`src/rtl/pcss_flit_pkg.sv`:
```
// Shared flit definitions for the node NoC interface: type codes, field positions,
// default widths and the spike-in receiver state encoding.
package pcss_flit_pkg;

   localparam int FW_DEF  = 59;
   localparam int FTW_DEF = 3;
   localparam int SW_DEF  = 24;
   localparam int R_FLG   = 36;

   localparam logic [FTW_DEF-1:0] FT_SPIKE    = 3'b000;
   localparam logic [FTW_DEF-1:0] FT_DATA     = 3'b001;
   localparam logic [FTW_DEF-1:0] FT_DATA_END = 3'b010;
   localparam logic [FTW_DEF-1:0] FT_WRITE    = 3'b110;
   localparam logic [FTW_DEF-1:0] FT_READ     = 3'b111;

   typedef enum logic [1:0] {
      S_IDLE  = 2'd0,
      S_LOAD  = 2'd1,
      S_SPIKE = 2'd2,
      S_CFG   = 2'd3
   } spk_in_state_t;

   typedef enum logic [1:0] {
      CLS_SPIKE   = 2'd0,
      CLS_CFG     = 2'd1,
      CLS_ILLEGAL = 2'd2
   } flit_class_t;

   function automatic flit_class_t classify(input logic [FTW_DEF-1:0] ftype);
      flit_class_t cls;
      case (ftype)
         FT_SPIKE:                              cls = CLS_SPIKE;
         FT_DATA, FT_DATA_END, FT_WRITE, FT_READ: cls = CLS_CFG;
         default:                               cls = CLS_ILLEGAL;
      endcase
      return cls;
   endfunction

endpackage

```
`src/rtl/data_fifo.sv`:
```
// Synchronous FIFO with registered read data: dout is valid the cycle after rd_en.
// Writes while full and reads while empty are ignored.
module data_fifo #(
   parameter int DATA_WIDTH = 59,
   parameter int ADDR_WIDTH = 4
) (
   input  logic                  clk,
   input  logic                  rst_n,
   input  logic                  wr_en,
   input  logic [DATA_WIDTH-1:0] din,
   input  logic                  rd_en,
   output logic [DATA_WIDTH-1:0] dout,
   output logic                  full,
   output logic                  empty
);

   localparam int DEPTH = 1 << ADDR_WIDTH;

   logic [DATA_WIDTH-1:0] r_mem [DEPTH];
   logic [ADDR_WIDTH-1:0] r_wptr;
   logic [ADDR_WIDTH-1:0] r_rptr;
   logic [ADDR_WIDTH:0]   r_count;
   logic                  w_wr;
   logic                  w_rd;

   assign w_wr  = wr_en & ~full;
   assign w_rd  = rd_en & ~empty;
   assign full  = (r_count == (ADDR_WIDTH+1)'(DEPTH));
   assign empty = (r_count == '0);

   always_ff @(posedge clk) begin
      if (w_wr) r_mem[r_wptr] <= din;
   end

   always_ff @(posedge clk or negedge rst_n) begin
      if (!rst_n) begin
         r_wptr  <= '0;
         r_rptr  <= '0;
         r_count <= '0;
         dout    <= '0;
      end else begin
         if (w_wr) r_wptr <= r_wptr + ADDR_WIDTH'(1);
         if (w_rd) begin
            r_rptr <= r_rptr + ADDR_WIDTH'(1);
            dout   <= r_mem[r_rptr];
         end
         case ({w_wr, w_rd})
            2'b10:   r_count <= r_count + (ADDR_WIDTH+1)'(1);
            2'b01:   r_count <= r_count - (ADDR_WIDTH+1)'(1);
            default: r_count <= r_count;
         endcase
      end
   end

endmodule

```
`src/rtl/spk_in.sv`:
```
// Node-side NoC flit receiver: buffers flits, returns credits, and dispatches spikes and
// config flits over valid/ready. Define SPK_IN_ERR_EN to build the error flag/counter.
module spk_in
   import pcss_flit_pkg::*;
#(
   parameter int B   = 4,
   parameter int FW  = FW_DEF,
   parameter int FTW = FTW_DEF,
   parameter int SW  = SW_DEF,
   parameter int ECW = 8
) (
   input  logic           clk_spk_in,
   input  logic           rst_n,
   input  logic           flit_in_wr,
   input  logic [FW-1:0]  flit_in,
   output logic           credit_out,
   output logic           spk_in_valid,
   input  logic           spk_in_ready,
   output logic [SW-1:0]  spk_in_neuid,
   output logic           cfg_in_valid,
   input  logic           cfg_in_ready,
   output logic [FTW-1:0] cfg_in_type,
   output logic [FW-1:0]  cfg_in_data,
   output logic           spk_in_err,
   output logic [ECW-1:0] spk_in_err_cnt
);

   spk_in_state_t r_state;
   spk_in_state_t w_next;
   flit_class_t   w_class;
   logic [FW-1:0] r_out;
   logic [FW-1:0] w_dout;
   logic          r_credit;
   logic          w_push;
   logic          w_pop;
   logic          w_full;
   logic          w_empty;

   // A push into a full FIFO is dropped here so it can never earn a credit.
   assign w_push  = flit_in_wr & ~w_full;
   assign w_class = classify(w_dout[FW-1 -: FTW]);

   data_fifo #(
      .DATA_WIDTH (FW),
      .ADDR_WIDTH (B)
   ) u_fifo (
      .clk   (clk_spk_in),
      .rst_n (rst_n),
      .wr_en (w_push),
      .din   (flit_in),
      .rd_en (w_pop),
      .dout  (w_dout),
      .full  (w_full),
      .empty (w_empty)
   );

   always_ff @(posedge clk_spk_in or negedge rst_n) begin
      if (!rst_n) r_state <= S_IDLE;
      else        r_state <= w_next;
   end

   always_comb begin
      w_next = r_state;
      case (r_state)
         S_IDLE: begin
            if (!w_empty) w_next = S_LOAD;
         end
         S_LOAD: begin
            case (w_class)
               CLS_SPIKE: w_next = S_SPIKE;
               CLS_CFG:   w_next = S_CFG;
               default:   w_next = S_IDLE;
            endcase
         end
         S_SPIKE: begin
            if (spk_in_ready) w_next = w_empty ? S_IDLE : S_LOAD;
         end
         S_CFG: begin
            if (cfg_in_ready) w_next = w_empty ? S_IDLE : S_LOAD;
         end
         default: w_next = S_IDLE;
      endcase
   end

   always_comb begin
      w_pop        = 1'b0;
      spk_in_valid = 1'b0;
      cfg_in_valid = 1'b0;
      case (r_state)
         S_IDLE: w_pop = ~w_empty;
         S_SPIKE: begin
            spk_in_valid = 1'b1;
            w_pop        = spk_in_ready & ~w_empty;
         end
         S_CFG: begin
            cfg_in_valid = 1'b1;
            w_pop        = cfg_in_ready & ~w_empty;
         end
         default: w_pop = 1'b0;
      endcase
   end

   always_ff @(posedge clk_spk_in or negedge rst_n) begin
      if (!rst_n) begin
         r_out    <= '0;
         r_credit <= 1'b0;
      end else begin
         r_credit <= w_pop;
         if (r_state == S_LOAD) r_out <= w_dout;
      end
   end

   assign credit_out   = r_credit;
   assign spk_in_neuid = r_out[SW-1:0];
   assign cfg_in_type  = r_out[FW-1 -: FTW];
   assign cfg_in_data  = r_out;

`ifdef SPK_IN_ERR_EN
   logic           w_err_ill;
   logic           w_err_ovf;
   logic [1:0]     w_err_inc;
   logic [ECW:0]   w_cnt_sum;
   logic           r_err;
   logic [ECW-1:0] r_err_cnt;

   assign w_err_ill = (r_state == S_LOAD) && (w_class == CLS_ILLEGAL);
   assign w_err_ovf = flit_in_wr & w_full;
   assign w_err_inc = {1'b0, w_err_ill} + {1'b0, w_err_ovf};
   // One extra bit so two simultaneous events near the top still saturate cleanly.
   assign w_cnt_sum = {1'b0, r_err_cnt} + {{(ECW-1){1'b0}}, w_err_inc};

   always_ff @(posedge clk_spk_in or negedge rst_n) begin
      if (!rst_n) begin
         r_err     <= 1'b0;
         r_err_cnt <= '0;
      end else begin
         if (w_err_ill | w_err_ovf) r_err <= 1'b1;
         if (w_cnt_sum[ECW]) r_err_cnt <= '1;
         else                r_err_cnt <= w_cnt_sum[ECW-1:0];
      end
   end

   assign spk_in_err     = r_err;
   assign spk_in_err_cnt = r_err_cnt;
`else
   assign spk_in_err     = 1'b0;
   assign spk_in_err_cnt = '0;
`endif

endmodule
```
`config.mk`:
```
export PLATFORM = sky130hd
export DESIGN_NAME = spk_in
export DESIGN_NICKNAME = d
export VERILOG_FILES = /design/src/rtl/pcss_flit_pkg.sv /design/src/rtl/data_fifo.sv /design/src/rtl/spk_in.sv
export SDC_FILE = /design/constraint.sdc
export NUM_CORES = 1
export LEC_CHECK = 0
export ABC_AREA = 1
export ABC_CLOCK_PERIOD_IN_PS = 10360
export CORE_MARGIN = 10
export CORE_UTILIZATION = 40
export CTS_BUF_LIST = sky130_fd_sc_hd__clkbuf_4
export DETAILED_ROUTE_END_ITERATION = 7
export PLACE_DENSITY = 0.55
export SLEW_MARGIN = 20
export SYNTH_ARGS = -nofsm -noshare
export SYNTH_HDL_FRONTEND = slang
export SYNTH_SLANG_ARGS = --single-unit
export TNS_END_PERCENT = 30
```
`constraint.sdc`:
```
create_clock -name clk_spk_in -period 10.36 [get_ports clk_spk_in]
set_clock_uncertainty 0.1 [all_clocks]
set_input_delay 2.072 -clock clk_spk_in [delete_from_list [all_inputs] [get_ports clk_spk_in]]
set_output_delay 2.072 -clock clk_spk_in [all_outputs]
set_load 0.005 [all_outputs]
```
Word level (Yosys, flattened, before mapping)

Memories as Yosys holds them, arrays and structs flattened. A register that Yosys moved wholly into a read port is not among the register bits.
Index checks and enable logic that the tools add are counted.

Bits of input ports: 64
Bits in writable memories: 944
Flip-flop bits (word level): 75
Output and inout bits: 98
Memories kept: 1

Memories:

| name         | words | width | rd ports | clocked after Yosys merged registers in | wr ports | RTL line        | RTL |
|---|---|---|---|---|---|---|---|
| u_fifo.r_mem | 16    | 59    | 1        | 1                                       | 1        | data_fifo.sv:19 | `logic [DATA_WIDTH-1:0] r_mem [DEPTH];` |

Add/subtract/negate cells: 4
Eq/ne operators: 14
Mux-type cells: 13
Bitwise operators: 7
Reduce and logical (&&, ||, !) cells: 8

Operator list:

| cell                  | number |
|---|---|
| $pmux W5 S2           | 1 |
| $add A4 B1 Y4 const B | 2 |
| $pmux W2 S2           | 2 |
| $pmux W2 S4           | 1 |
| $eq A2 B1 Y1 const B  | 3 |
| $eq A2 B2 Y1 const B  | 3 |
| $eq A3 B3 Y1 const B  | 2 |
| $mux W2               | 3 |
| $ne A2 B2 Y1 const B  | 3 |
| $add A5 B1 Y5 const B | 1 |
| $and A1 B1 Y1         | 5 |
| $eq A5 B5 Y1 const B  | 1 |
| $logic_not A5 Y1      | 1 |
| $mux W1               | 5 |
| $sub A5 B1 Y5 const B | 1 |
| $logic_not A2 Y1      | 2 |
| $reduce_or A4 Y1      | 1 |
| $eq A3 B1 Y1 const B  | 1 |
| $eq A3 B2 Y1 const B  | 1 |
| $logic_not A3 Y1      | 1 |
| $pmux W1 S3           | 1 |
| $reduce_and A3 Y1     | 1 |
| $not A1 Y1            | 2 |
| $reduce_bool A2 Y1    | 1 |
| $logic_not A1 Y1      | 1 |

Logic depth before layout (Yosys ltp)

Gate-level depths: netlist (run 1).

Depth after elaboration: 7
Depth in mapped cells: 16
Mapped depth without buffers: 14

Cells and area by module

From an unflattened synthesis (run 1), not the netlist that was laid out.

Cell total of the unflattened synthesis: 3760
Area, all modules: 43818.3 um^2

Modules (own cells, without submodules):

| module    | area an instance (um^2) | cells each | instances |
|---|---|---|---|
| data_fifo | 41142.0                 | 3446       | 1 |
| spk_in    | 2676.3                  | 314        | 1 |

Worst setup path after synthesis (run 1)

Ideal clock, no wire load.

Path kind: in2reg
Start: input port flit_in_wr
End: memory u_fifo.r_mem[10][0] (enable)
Cell stages on the path: 3
Data arrival time: 6429 ps
Required time: 9711 ps
Setup slack: 3282 ps
Setup time: 549 ps
Buffers on the path: 1
Cells stage by stage: nand2_1 > clkbuf_1 > nor3_1

Longest elaborated chain between the ends: 4

RTL lines:

| element                       | RTL line        | RTL |
|---|---|---|
| start, declared               | spk_in.sv:14    | `input logic flit_in_wr,` |
| $and A1 B1 Y1                 | spk_in.sv:40    | `assign w_push = flit_in_wr & ~w_full;` |
| $and A1 B1 Y1                 | data_fifo.sv:26 | `assign w_wr = wr_en & ~full;` |
| $mux W1                       | data_fifo.sv:32 | `if (w_wr) r_mem[r_wptr] <= din;` |
| $mux W1 (implied by the code) | data_fifo.sv:32 |  |
| end, declared                 | data_fifo.sv:19 |  |

No other way between the ends.

==> results of run 1 <==
## through the flow
step	setup WS, ns	std cells
2_1_floorplan	3.28	3758
3_3_place_gp	5.09	5115
3_5_place_dp	5.04	5115
4_1_cts	5.80	5610
5_1_grt	5.47	5612
6_report	5.83	5614
## path summary, 6_finish.rpt
kind,startpoint,end,slack (ns),cells after the start
setup / recovery,u_fifo.r_rptr[0],u_fifo.dout[42],5.83,11
hold / removal,u_fifo.dout[44],cfg_in_data[44],0.36,2
setup reg to reg,u_fifo.r_rptr[0],u_fifo.dout[42],5.83,11
hold reg to reg,u_fifo.dout[44],cfg_in_data[44],0.36,2
max in group asynchronous,rst_n,cfg_in_data[39],7.97,2
min in group asynchronous,rst_n,cfg_in_data[25],0.96,1
## layer usage
| metal | GRT usage (%) | share of wire [%] | up-vias |
|---|---|---|---|
| li1 | - | - | 13500 |
| met1 | 25.5 | 45 | 13900 |
| met2 | 29.2 | 46 | 963 |
| met3 | 4.36 | 7.2 | 163 |
| met4 | 5.78 | 1.7 | 2 |
| met5 | 0 | 0.010 | - |
## layout by cell type (no fill, tap or decap), drive strengths merged
master	Yosys	layout
nor2	11	11
nand2	1614	1614
bufinv	0	4
o21ai	9	9
fa	1	1
clkbuf	20	453
diode	0	4
dfrtp	134	134
clkdlybuf4s50	0	151
buf	237	48
clkinv	0	35
o211ai	1	1
a21oi	1	1
edfxtp	944	944
xnor2	2	2
xor2	7	7
a21boi	1	1
ha	9	9
a31oi	1	1
o21bai	1	1
nor3	12	12
inv	27	31
nand3b	2	2
nand3	715	715
conb	1	9
## cells by family after synthesis
| kind of cell | after synthesis | share of synthesized area (%) |
|---|---|---|
| compound gates | 14 | 0.180 |
| xor+xnor | 9 | 0.180 |
| fa+ha+maj | 10 | 0.303 |
| buf+inv | 284 | 4.39 |
| flops | 1078 | 72.5 |
| other cells | 1 | 0.00857 |
| simple gates | 2354 | 22.5 |
## power breakdown
| group | internal, uW | switching (uW) |
|---|---|---|
| clock | 2070 | 1680 |
| sequential | 5350 | 360 |
| combinational | 1450 | 3450 |
## worst reg2reg max path, stage by stage (launching register included)
cell	delay [ns]
dfrtp_4	0.99
buf_4	0.88
buf_4	0.65
buf_4	0.83
nand2_1	0.17
nand3_1	0.13
nand3_1	0.12
nand2_1	0.10
nand2_1	0.09
nand2_1	0.24
nand2_1	0.08
nand2_1	0.08
## cell type report
class                   count  area (um^2)  area share (%)
diodes                      4         10.0          0.0202
clock buffers             452         3390            6.86
flip-flops and latches   1078        31700            64.1
repair buffers            200         1910            3.86
inverters                  27          133           0.268
clock inverters            43          268           0.541
well taps                1414         1770            3.58
multi-input cells        2396        10300            20.8
## state kept, by name (all words and copies together) (netlist names)
register	cells
credit_out	1
u_fifo.r_rptr	4
cfg_in_data	59
u_fifo.r_count	5
u_fifo.dout	59
u_fifo.r_wptr	4
u_fifo.r_mem	944
r_state	2
==> impl_metrics.py, run 1 <==
metrics = {
    "outcome": {
        "status": "finished, final reports clean",
    },
    "floorplanning": {
        "core-area_um2": 109000,
        "rows": 121,
        "design.die.area_um2": 123000,
        "top_level_ports": 162,
        "start_util_pct": 40.2,
        "die_x_um": 351,
        "die_h_um": 351,
    },
    "place": {
        "placed_area_um2": 45800,
        "gp_congestion": 0.763,
        "hpwl_um": 60000,
        "port_buffers": 152,
    },
    "finish": {
        "post_route_cells_drive_above_1_share_pct": 13.6,
        "syn_to_final_growth_pct": 13.1,
        "stdcell_area_um2": 49500,
        "fillCellCount": 10100,
        "nets": 4078,
        "final_core_util_pct": 45.5,
    },
    "synth": {
        "yosysTopAreaCell": "edfxtp_1",
        "yosysWarnings": 0,
        "synth_edf_count": 944,
        "synthCells": 3750,
        "postSynthAreaPerCell_um2": 11.7,
        "syn_area_um2": 43700,
        "yosysSeqAreaShare_pct": 72.5,
        "ys_seq_elements": 1078,
        "synth_common_cells": "1583 x nand2_1, 944 x edfxtp_1, 715 x nand3_1",
        "synth_cell_types": 29,
        "async_flop_share_pct": 12.4,
        "synth_ff_type": "edfxtp_1",
        "synth_top_area_share_pct": 64.8,
        "synth_most_common_cell": "nand2_1",
        "yosys-top-cells-area": "edfxtp_1 65%, nand2_1 14%, nand3_1 8.2%, dfrtp_1 7.7%, buf_2 1.5%",
    },
    "timing": {
        "fmax_mhz": 221,
        "hold_viol_final": 0,
        "setup_violations": 0,
        "rsz0062_at_grt": "false",
        "slew_violations": 0,
        "tns_ns": 0,
        "tightest_slew_ns": 1.12,
        "finalCritPeriodShare_pct": 43.7,
        "period_needed_ns": 4.53,
        "slew_headroom_pct": 25.2,
        "timing.hold.ws_ns": 0.358,
    },
    "critical_path": {
        "path_cells": "buf_4, buf_4, buf_4, nand2_1, nand3_1, nand3_1, nand2_1, nand2_1, nand2_1, nand2_1, nand2_1",
        "slowest_delay_ns": 0.99,
        "end_kind": "flop",
        "cp.arrival_ns": 5.44,
        "path_class": "reg -> reg",
        "critPathMaxFanout": 74,
        "cp_common_cell": "nand2_1",
        "worstPathRequired_ns": 11.28,
        "crit_family": "buffers and inverters",
        "worst-path-buf-inv": 3,
        "worst_setup_path_start_kind": "flop",
        "crit_slowest_cell": "dfrtp_4",
    },
    "detailed_routing": {
        "drt_wl_total_um": 116000,
        "vias": 28500,
        "avgViaCountPerCell": 5.08,
        "detail_route.wl_per_cell_um": 20.6,
        "detail_route.first_pass.iterations": 5,
        "drt-initial-drc-count": 2387,
        "route.detailed.drc": 0,
        "ant_nets": 0,
    },
    "cts": {
        "cts_buffer_depth": 4,
        "holdBufCountCts": 0,
        "htree_levels": 5,
        "cts-buffers-inserted": 301,
        "cts_root_buf": "clkbuf_4",
        "cts-resized-gates": 0,
        "clk_latency_ns": 1.13,
        "clkTransAtPathRegs_ns": 0.06,
        "cts_sinks": 1078,
        "cts_setup_buffers": 0,
        "cts_tree": "yes",
    },
    "global_routing": {
        "overflow": 0,
        "first_global_vias": 28300,
        "grt_usage_pct": 18.6,
        "antenna_found_initial": 8,
        "grt_pass1_wl_um": 175000,
        "grt_max_degree": 203,
    },
    "power_and_ir_drop": {
        "leakagePower_uw": 0.0192,
        "power_density_nw_per_um2": 290,
        "max-vdd-ir-drop_v": 0.000219,
        "finalPower_uw": 14400,
    },
    "flow_run": {
        "drv_cap": 0,
    },
    "worst_hold_path": {
        "min_path_type": "reg -> reg",
    },
}
Note: power is estimated with default switching activity, not from simulation.
==> inputs of run 2 (changes only) <==
Settings changed: ABC_CLOCK_PERIOD_IN_PS 10360 to 3930, PLACE_DENSITY 0.55 to 0.57.
Clock period 10.36 ns to 3.93 ns, I/O delays scaled along.
==> impl_metrics.py, run 2 (synthesis gave the netlist of run 1 again) <==
metrics = {
    "outcome": {
        "status": "finished, final reports clean",
    },
    "finish": {
        "regMostFlops": "u_fifo.r_mem",
        "largest_reg_flops": 944,
        "post_route_cells_drive_above_1_share_pct": 14.1,
        "syn_to_final_growth_pct": 14.3,
        "fillCellCount": 10100,
        "nets": 4098,
        "final_core_util_pct": 46.0,
        "layout_commonest_cell": "nand2_1",
        "stdcell_area_um2": 50000,
        "final_cell_mix": "1582 x nand2_1, 944 x edfxtp_1, 714 x nand3_1, 449 x clkbuf_4, 151 x clkdlybuf4s50_1",
    },
    "critical_path": {
        "crit_end": "spk_in_valid",
        "worstPathRequired_ns": 3.04,
        "worst_setup_path_start_kind": "flop",
        "regToRegSetupSlack_ns": 1.33,
        "reg2reg_from": "u_fifo.r_count[0]",
        "critPathMaxFanout": 5,
        "slowest_delay_ns": 0.50,
        "end_kind": "primary output",
        "path_class": "reg -> out",
        "path_cells": "nor2_1, clkdlybuf4s50_1",
        "crit_slowest_cell": "clkdlybuf4s50_1",
        "cp.arrival_ns": 2.17,
        "r2r-end": "u_fifo.r_rptr[1]",
        "cp-startpoint": "r_state[0]",
        "rr_worst_depth": 8,
    },
    "global_routing": {
        "grt_pass1_wl_um": 170000,
        "overflow": 0,
        "first_global_vias": 28200,
        "grt_max_degree": 167,
        "antenna_found_initial": 8,
        "grt_usage_pct": 18.0,
    },
    "cts": {
        "cts_buffer_depth": 4,
        "cts_setup_buffers": 0,
        "cts_sinks": 1078,
        "holdBufCountCts": 1,
        "clkTransAtPathRegs_ns": 0.06,
        "cts_tree": "yes",
        "cts-buffers-inserted": 297,
        "cts-resized-gates": 0,
        "cts_root_buf": "clkbuf_4",
        "htree_levels": 5,
        "clk_latency_ns": 1.12,
    },
    "power_and_ir_drop": {
        "leakagePower_uw": 0.0195,
        "max-vdd-ir-drop_v": 0.000857,
        "power_density_nw_per_um2": 758,
    },
    "timing": {
        "finalCritPeriodShare_pct": 77.7,
        "slew_headroom_pct": 30.7,
        "period_needed_ns": 3.06,
        "setup_violations": 0,
        "timing.hold.ws_ns": 0.222,
        "tns_ns": 0,
        "fmax_mhz": 327,
        "tightest_slew_ns": 1.04,
        "hold_viol_final": 0,
        "slew_violations": 0,
        "worst_slack_ns": 0.875,
        "rsz0062_at_grt": "false",
    },
    "place": {
        "placed_area_um2": 46300,
        "gp_congestion": 0.746,
        "port_buffers": 152,
        "dp_slack_ns": 0.640,
        "hpwl_um": 55500,
    },
    "floorplanning": {
        "top_level_ports": 162,
        "rows": 121,
        "design.die.area_um2": 123000,
        "die_x_um": 351,
        "core-area_um2": 109000,
        "start_util_pct": 40.2,
        "die_h_um": 351,
    },
    "detailed_routing": {
        "avgViaCountPerCell": 5.07,
        "route.detailed.drc": 0,
        "drt-initial-drc-count": 2388,
        "drt_wl_total_um": 112000,
        "vias": 28600,
        "detail_route.first_pass.iterations": 5,
        "ant_nets": 0,
        "detail_route.wl_per_cell_um": 19.9,
    },
    "flow_run": {
        "drv_cap": 0,
    },
    "worst_hold_path": {
        "min_path_type": "in -> async",
    },
}
==> run 2: cell count changes in the layout (fill, tap and decap cells not counted), moves of 2 or more <==
cell,previous run,this run
buf_12,2,24
nor3_2,12,3
nor3_4,0,9
clkbuf_4,452,449
clkinv_1,32,29
clkinv_2,3,5
inv_2,7,9
==> run 2: metal layers <==
| metal | GRT usage, % | vias up | wire, um |
|---|---|---|---|
| met1 | 24.1 | 13800 | 50000 |
| met5 | 0 | - | 68 |
| met3 | 4.33 | 226 | 8020 |
| li1 | - | 13600 | - |
| met4 | 6.67 | 10 | 2540 |
| met2 | 28.4 | 939 | 51800 |
==> run 2: through the flow <==
stage                     std cells  total power (uW)
after floorplan                3758             24200
after global placement         5138             28200
after detailed placement       5138             28300
after CTS                      5634             38400
after global routing           5637             40600
final                          5638             37900
==> run 2: worst max-delay path, delay by kind of cell, from the launching register on <==
family	cells	cell delay, ns
buffers and inverters	1	0.50
AND/OR/NAND/NOR	1	0.12
flip-flops	1	0.44
==> run 2: worst min-delay path by stage <==
stage / endpoint / depth (start not counted) / start / slack (ns)
after floorplan: cfg_in_data[0] / 2 / u_fifo.dout[0] / 0.34
after global placement: cfg_in_data[33] / 2 / u_fifo.dout[33] / 0.36
after detailed placement: cfg_in_data[43] / 2 / u_fifo.dout[43] / 0.35
after CTS: r_state[0] / 3 / cfg_in_ready / 0.10
after global routing: r_state[0] / 3 / cfg_in_ready / 0.19
final: cfg_in_data[22] / 2 / rst_n / 0.22
==> run 2: power by group <==
group          leakage (uW)  switching, uW  total (uW)  internal, uW
clock               0.00223           4450        9930          5490
sequential           0.0102            719       14800         14100
combinational       0.00702           9080       13100          4060
total                0.0195          14200       37900         23600
==> run 2: area by class of cell <==
class	count	area [um^2]	area share [%]
diodes	4	10.0	0.0200
clock buffers	449	3370	6.74
clock inverters	46	308	0.616
inverters	27	135	0.270
multi-input cells	2396	10300	20.6
flip-flops and latches	1078	31700	63.4
well taps	1414	1770	3.54
repair buffers	224	2370	4.74
